**src/rtl/sc_psum_unit.sv**
```systemverilog
// sc_psum_unit
// Leaf decision and partial-sum unit of an SC polar decoder. Each accepted
// leaf LLR is turned into a hard decision (0 when the bit is frozen). The
// decision is then folded into the per-stage partial-sum store, one stage
// per cycle, to keep the u_sum bits that the g nodes read.
//
// Ports
//   clk, rst_n               clock, asynchronous active-low reset
//   start, n_log             begin a codeword of length 2^n_log (IDLE only)
//   llr_valid/llr_ready      leaf LLR handshake carrying llr_in and frozen
//   u_valid, u_hat, u_idx    one-cycle decision strobe with bit and index
//   psum_stage, psum_idx     partial-sum read address (stage s, element j)
//   psum_bit                 registered PS_s[j], or 0 when out of range
//   busy, done               activity flag and end-of-codeword pulse
module sc_psum_unit #(
    parameter int N_LOG_MAX = 9
) (
    input  logic                 clk,
    input  logic                 rst_n,
    input  logic                 start,
    input  logic [3:0]           n_log,
    input  logic                 llr_valid,
    input  logic [12:0]          llr_in,
    input  logic                 frozen,
    output logic                 llr_ready,
    output logic                 u_valid,
    output logic                 u_hat,
    output logic [N_LOG_MAX-1:0] u_idx,
    input  logic [3:0]           psum_stage,
    input  logic [N_LOG_MAX-2:0] psum_idx,
    output logic                 psum_bit,
    output logic                 busy,
    output logic                 done
);

    localparam int N_MAX = 1 << N_LOG_MAX;
    localparam int V_W   = N_MAX / 2;
    localparam int PS_W  = N_MAX - 1;
    localparam int AW    = N_LOG_MAX + 1;

    typedef enum logic [1:0] {ST_IDLE, ST_WAIT, ST_UPD, ST_DONE} state_t;

    state_t               state_reg;
    logic [3:0]           n_log_reg;
    logic [3:0]           s_reg;
    logic [N_LOG_MAX-1:0] i_reg;
    logic [V_W-1:0]       v_reg;
    logic [V_W-1:0]       v_next;
    logic [PS_W-1:0]      ps_flat;
    logic [3:0]           n_log_clamped;
    logic                 dec_bit;
    logic                 clear_ps;
    logic                 store_now;
    logic [AW-1:0]        rd_len;
    logic [AW-1:0]        rd_addr;
    logic                 rd_ok;

    always_comb begin
        n_log_clamped = n_log;
        if (n_log == 4'd0)
            n_log_clamped = 4'd1;
        else if (n_log > 4'(N_LOG_MAX))
            n_log_clamped = 4'(N_LOG_MAX);
    end

    // Sign bit is the hard decision, so an LLR of exactly 0 decides 0.
    assign dec_bit   = !frozen && llr_in[12];
    assign clear_ps  = (state_reg == ST_IDLE) && start;
    assign store_now = (state_reg == ST_UPD) && !i_reg[s_reg];

    // Stage s lives at flat offset 2^s - 1 so the read port can address all
    // stages with a single index.
    genvar gi;
    generate
        for (gi = 0; gi < N_LOG_MAX; gi++) begin : g_stage
            localparam int LEN = 1 << gi;
            logic [LEN-1:0] ps_reg;

            always_ff @(posedge clk or negedge rst_n) begin
                if (!rst_n)
                    ps_reg <= '0;
                else if (clear_ps)
                    ps_reg <= '0;
                else if (store_now && (s_reg == 4'(gi)))
                    ps_reg <= v_reg[LEN-1:0];
            end

            assign ps_flat[LEN-1 +: LEN] = ps_reg;
        end
    endgenerate

    // Combine step: the block of decisions grows to 2^(s+1) as
    // [PS_s ^ v, v]. The last stage never combines, so N_LOG_MAX-1 cases.
    always_comb begin
        v_next = v_reg;
        for (int st = 0; st < N_LOG_MAX - 1; st++) begin
            if (s_reg == 4'(st)) begin
                for (int k = 0; k < (1 << st); k++) begin
                    v_next[k]             = ps_flat[(1 << st) - 1 + k] ^ v_reg[k];
                    v_next[(1 << st) + k] = v_reg[k];
                end
            end
        end
    end

    always_comb begin
        rd_len  = {{(AW-1){1'b0}}, 1'b1} << psum_stage;
        rd_ok   = (psum_stage < 4'(N_LOG_MAX)) && (AW'(psum_idx) < rd_len);
        rd_addr = rd_len - {{(AW-1){1'b0}}, 1'b1} + AW'(psum_idx);
    end

    always_ff @(posedge clk or negedge rst_n) begin
        if (!rst_n)
            psum_bit <= 1'b0;
        else
            psum_bit <= rd_ok ? ps_flat[rd_addr[N_LOG_MAX-1:0]] : 1'b0;
    end

    always_ff @(posedge clk or negedge rst_n) begin
        if (!rst_n) begin
            state_reg <= ST_IDLE;
            n_log_reg <= 4'd0;
            s_reg     <= 4'd0;
            i_reg     <= '0;
            v_reg     <= '0;
            llr_ready <= 1'b0;
            u_valid   <= 1'b0;
            u_hat     <= 1'b0;
            u_idx     <= '0;
            busy      <= 1'b0;
            done      <= 1'b0;
        end else begin
            u_valid <= 1'b0;
            done    <= 1'b0;
            case (state_reg)
                ST_IDLE: begin
                    if (start) begin
                        n_log_reg <= n_log_clamped;
                        i_reg     <= '0;
                        s_reg     <= 4'd0;
                        v_reg     <= '0;
                        llr_ready <= 1'b1;
                        busy      <= 1'b1;
                        state_reg <= ST_WAIT;
                    end
                end
                ST_WAIT: begin
                    if (llr_valid) begin
                        u_hat     <= dec_bit;
                        u_idx     <= i_reg;
                        u_valid   <= 1'b1;
                        v_reg     <= {{(V_W-1){1'b0}}, dec_bit};
                        s_reg     <= 4'd0;
                        llr_ready <= 1'b0;
                        state_reg <= ST_UPD;
                    end
                end
                ST_UPD: begin
                    if (!i_reg[s_reg]) begin
                        // Left half of a larger block: park it for later.
                        i_reg     <= i_reg + N_LOG_MAX'(1);
                        llr_ready <= 1'b1;
                        state_reg <= ST_WAIT;
                    end else if (s_reg == n_log_reg - 4'd1) begin
                        // Only i = N-1 reaches the top with all ones.
                        done      <= 1'b1;
                        state_reg <= ST_DONE;
                    end else begin
                        v_reg <= v_next;
                        s_reg <= s_reg + 4'd1;
                    end
                end
                ST_DONE: begin
                    busy      <= 1'b0;
                    state_reg <= ST_IDLE;
                end
                default: state_reg <= ST_IDLE;
            endcase
        end
    end

endmodule

```
**config.mk**
```make
export PLATFORM = sky130hd
export DESIGN_NAME = sc_psum_unit
export DESIGN_NICKNAME = d
export VERILOG_FILES = /design/src/rtl/sc_psum_unit.sv
export SDC_FILE = /design/constraint.sdc
export NUM_CORES = 2
export LEC_CHECK = 0
export CAP_MARGIN = 25
export CELL_PAD_IN_SITES_DETAIL_PLACEMENT = 0
export CELL_PAD_IN_SITES_GLOBAL_PLACEMENT = 1
export CORE_ASPECT_RATIO = 1.75
export CORE_MARGIN = 2
export CORE_UTILIZATION = 56
export CTS_BUF_LIST = sky130_fd_sc_hd__clkbuf_2 sky130_fd_sc_hd__clkbuf_4 sky130_fd_sc_hd__clkbuf_8
export DETAILED_ROUTE_END_ITERATION = 6
export PLACE_DENSITY_LB_ADDON = 0.1
export SETUP_SLACK_MARGIN = 0.15
export SLEW_MARGIN = 20
export SYNTH_ARGS = -nofsm -noshare
export SYNTH_HDL_FRONTEND = slang
export SYNTH_SLANG_ARGS = --single-unit
export TNS_END_PERCENT = 1
```
**constraint.sdc**
```tcl
create_clock -name clk -period 3.7 [get_ports clk]
set_input_delay 0.74 -clock clk [delete_from_list [all_inputs] [get_ports clk]]
set_output_delay 0.74 -clock clk [all_outputs]
set_load 0.05 [all_outputs]
```
=== After elaboration in Yosys (flattened, before gate mapping) ===
Index checks and enable logic that the tools add are counted.

* Shift-type cells: 1
* Reductions and logical operators: 45
* Muxes and demuxes: 61
* Eq/ne operators: 26
* Add/subtract/negate cells: 5
* Order comparisons: 5
* Bitwise logic cells: 255

{| class="wikitable"
|+ Operators with widths
! cell !! count
|-
| $mux 256 || 7
|-
| $pmux 256 s3 || 1
|-
| $mux 128 || 3
|-
| $xor 1x1->1 || 255
|-
| $mux 64 || 3
|-
| $mux 32 || 3
|-
| $mux 16 || 3
|-
| $reduce_and 6->1 || 8
|-
| $mux 4 || 9
|-
| $mux 8 || 3
|-
| $reduce_bool 2->1 || 11
|-
| $mux 9 || 2
|-
| $pmux 9 s2 || 1
|-
| $eq 4x3->1 const B || 4
|-
| $mux 2 || 7
|-
| $logic_and 1x1->1 || 13
|-
| $mux 1 || 13
|-
| $pmux 4 s3 || 1
|-
| $lt 8x10->1 || 1
|-
| $lt 9x10->1 const B || 1
|-
| $shl 1x4->10 const A || 1
|-
| $add 9x1->9 const B || 1
|-
| $add 9x8->9 || 1
|-
| $bmux 1 s9 || 1
|-
| 34 further kinds || 45
|}

* Output and inout port bits: 15
* Bits in registers: 801
* Word-level logic and storage cells: 426
* Input bits: 34

=== Depth between registers and ports, before layout ===
* Depth in word-level cells: 12
* Depth in mapped cells: 18
* Mapped depth without buffers: 16

=== Least setup slack after synthesis ===
OpenSTA, ideal clock, no wires.

* Path type: input to register
* Start point: input port psum_stage[3]
* End point: register psum_bit
* Setup time: 0.129 ns
* Stages on the path: 16
* Arrival: 4.273 ns
* Setup slack: -0.702 ns
* Required time: 3.571 ns
* Path buffers: 5
* Path through: nor2_1 > nand2_1 > ha_1 > inv_1 > ha_1 > inv_1 > fa_1 > buf_2 > buf_2 > buf_2 > buf_2 > clkbuf_1 > mux4_2 > a31oi_1 > a31oi_1 > o41a_1

* Word-level cells in the longest chain between the ends: 6
* Elaborated cells on any way between the ends: 9
* Classes of those cells: add/sub: 2; order compare: 2; shift: 1; mux: 3; reduce/logical: 1

{| class="wikitable"
|+ RTL lines
! item !! RTL line !! source
|-
| start, declared || 29 || <nowiki>input logic [3:0] psum_stage,</nowiki>
|-
| $shl 1x4->10 || 107 || <nowiki>rd_len = {{(AW-1){1'b0}}, 1'b1} << psum_stage;</nowiki>
|-
| $sub 9x1->9 || 109 || <nowiki>rd_addr = rd_len - {{(AW-1){1'b0}}, 1'b1} + AW'(psum_idx);</nowiki>
|-
| $add 9x8->9 || 109 ||
|-
| $bmux 1 s9 || 116 || <nowiki>psum_bit <= rd_ok ? ps_flat[rd_addr[N_LOG_MAX-1:0]] : 1'b0;</nowiki>
|-
| $mux 1 (implied by the code) || 116 ||
|-
| $mux 1 (*) || 116 ||
|-
| end signal, assigned || 116 ||
|-
| end, declared || 31 || <nowiki>output logic psum_bit,</nowiki>
|}

Every way passes the cells marked *; elsewhere a longest branch is shown, timed or not. The select of a mux whose other input is x is not followed.
A chain may end at the register's enable or synchronous reset.

=== Final worst setup path ===
* Start point: input port psum_stage[2]
* End point: register psum_bit

Same word-level chain as after synthesis.

==> run_results.csv <==
group,metric,value,unit
run_status,outcome,"complete, but fails checks",
run_status,violations,"setup timing",
synthesis,netlist_area,41100,um2
setup_path,critPathLaunchType,"primary input",
timing,grt_setup_unrepaired,"yes",
clock_tree,clk_path_buf_depth,3,
setup_path,critPathKind,"in2reg",
route,vias_per_cell,6.33,
synthesis,ys_top_cells_by_area,"dfrtp_1 49%, nand2_1 9.6%, mux4_2 8.0%, a21oi_1 5.5%, o21ai_0 3.8%",
final_layout,final_cell_mix,"1041 x nand2_1, 801 x dfrtp_1, 449 x a21oi_1",
power_and_ir_drop,p_leak,20.6,nW
route,drtIter0Drc,3395,
clock_tree,htreeDepth,3,
placed_design,gp_congestion,0.990,
route,routedWlPerCell,25.0,um
timing,max_slew_margin,28.1,%
setup_path,cp.required,4.39,ns
clock_tree,cts_tree,"done",
final_layout,drive_gt1_share,15.7,%
run,max-cap-violations,0,
setup_path,cp_max_fo,7,
placed_design,dp_hpwl,89.2,mm
die,start_util,56.4,%
synthesis,ys_types,70,
synthesis,synth-main-ff-cell,"dfrtp_1",
timing,skew,0.0412,ns
clock_tree,cts_root_buffer,"clkbuf_8",
setup_path,cp_num_buf_inv,5,
final_layout,largest_reg_flops,511,
placed_design,placed_cells,5132,
timing,timing.fmax,0.260,GHz
synthesis,synth_top_area_share,48.8,%
route,route.vias.total,33900,
route,antenna_left,0,
timing,worst_pin_slew,1.08,ns
route,dr.pass1.iters,6,
setup_path,cp_slowest_cell,"fa_4",
setup_path,worst_setup_path_end_kind,"flop",
timing,min_period,3.84,ns
die,placementRows,131,
synthesis,synth_cells,4328,
synthesis,synth_edf_count,0,
die,die_x,209,um
timing,maxSlewViolCount,0,
setup_path,cp_top_family,"multiplexers",
timing,finalSetupViolations,1,
timing,hold_slack,0.476,ns
setup_path,worstPathArrival,4.53,ns
clock_tree,path_clk_slew,0.07,ns
global_routing,antenna_found_initial,3,
die,io_pins,49,
timing,finalHoldViolations,0,
global_routing,grt_pass1_vias,34400,
final_layout,post-route-util,63.7,%
final_layout,layout.nets,4403,
synthesis,async_flop_share,100,%
route,drc,0,
global_routing,grt_overflow,0,
power_and_ir_drop,vdd_drop_max,722,uV
min_path,hp-class,"reg2reg",
synthesis,synth_warnings,0,
setup_path,critPathMaxStageDelay,0.79,ns
die,dieHeight,362,um
final_layout,layout_commonest_cell,"nand2_1",
clock_tree,cts_made_buffers,116,
power_and_ir_drop,pwr_density_cell,495,nW/um2
placed_design,portBuffers,36,
synthesis,synth.ff_latch_count,801,
route,drt-total-wl,134,mm
synthesis,synth_top_cell_by_area,"dfrtp_1",
global_routing,grt_max_degree,101,
timing,worst_slack,-0.140,ns
synthesis,synth_sequential_area_ratio,48.8,%
synthesis,avgSynthCellArea,9.49,um2
global_routing,grt_pass1_wl,208,mm
die,coreArea,72800,um2
timing,min_period_over_period,104,%
setup_path,path_cells,"buf_6, nor2_4, nand2_2, ha_4, inv_4, ha_4, inv_2, fa_4, buf_12, buf_12, mux4_2, mux4_2, mux2_4, nand2_2, o211ai_1, o21ai_1, a221oi_2, o41a_1",
die,dieArea,75600,um2
global_routing,grt.total_usage,36.1,%
synthesis,syn-num-nets,4396,
clock_tree,insertion_delay,0.82,ns
final_layout,fin_cells,5353,
placed_design,pre_cts_ws,-1.53,ns
clock_tree,clkSinkCount,801,
final_layout,area_delta_synth_final,12.9,%
kinds of logic after synthesis:
kind of cell    Yosys count  share of synthesized area, %
mux                     285                          11.4
buf+inv                 519                          5.35
compound gates         1183                          17.6
xor+xnor                 67                          1.48
flops                   801                          48.8
fa+ha+maj                34                          1.05
simple gates           1439                          14.2
Yosys cell counts, types with 15 or more instances:
cell type / count
nand2_1: 1049
xnor2_1: 21
nand3b_1: 55
clkbuf_1: 283
a22o_1: 51
xor2_1: 44
dfrtp_1: 801
a221o_1: 31
o31ai_1: 67
nand3_1: 45
buf_4: 15
mux2i_1: 124
ha_1: 33
mux4_2: 145
a22oi_1: 59
o21ai_1: 31
o221ai_1: 33
inv_1: 102
buf_1: 15
nor2_1: 229
a221oi_1: 15
o21ai_0: 313
a21oi_1: 450
buf_2: 94
a32oi_1: 65
mux2_2: 15
metal layers:
layer  part of all wire, %  global-route usage [%]  wire length, um  up-vias
met2                    50                    61.1            66600     1376
met3                   6.0                    5.12             8050      449
met1                    38                    43.9            50300    16900
met5                 0.010                       0               14        -
li1                      -                       -                -    15200
met4                   6.7                    22.1             8930        2
through the flow:
stage	TNS, ns	power, W	area [um2]
after floorplan	-0.173	0.0127	41100
after global placement	-1.49	0.0152	43700
after detailed placement	-1.53	0.0153	43700
after CTS	-0.000461	0.0230	46300
after global routing	-0.206	0.0239	46400
final	-0.140	0.0229	46400
worst min-delay path, delay by kind of cell, from the launching register on:
| kind | cells | cell delay, ns |
|---|---|---|
| flops | 1 | 0.34 |
| simple gates | 1 | 0.05 |
| compound gates | 1 | 0.05 |
worst paths after layout:
| path | startpoint | to | slack, ns | cells past startpoint |
|---|---|---|---|---|
| min in group asynchronous | rst_n | g_stage[8].ps_reg[85] | 0.50 | 2 |
| min reg2reg | v_reg[227] | v_reg[227] | 0.48 | 2 |
| min | v_reg[227] | v_reg[227] | 0.48 | 2 |
| max reg2reg | s_reg[2] | v_reg[200] | 0.53 | 11 |
| max | psum_stage[2] | psum_bit | -0.14 | 18 |
| max in group asynchronous | rst_n | g_stage[8].ps_reg[167] | 2.11 | 3 |
layout make-up:
| class | instances | area [um2] |
|---|---|---|
| clock buffer | 185 | 2300 |
| inverter | 102 | 385 |
| tap | 931 | 1160 |
| clock inverter | 19 | 173 |
| antenna | 1 | 2.50 |
| timing repair buffer | 306 | 3240 |
| multi-input combinational | 3008 | 19100 |
| sequential | 801 | 20000 |
| fill | 6182 | 26400 |
where the power goes:
group	switching [W]	leakage (nW)	total, W	internal, W
clock	0.00357	1.32	0.00763	0.00406
combinational	0.00428	8.08	0.00628	0.00200
sequential	0.000154	11.2	0.00903	0.00888
what timing repair did:
| action | in CTS | in global routing |
|---|---|---|
| cloned | 1 | 0 |
| endpoints found under the hold margin | 50 | 0 |
| hold buffers | 1 | 0 |
| endpoints found under the setup margin | 1 | 1 |
| resized for setup | 39 | 8 |
| pin swaps | 11 | 2 |
| setup buffers | 14 | 0 |
No activity file was read; power rests on OpenSTA's default activity.
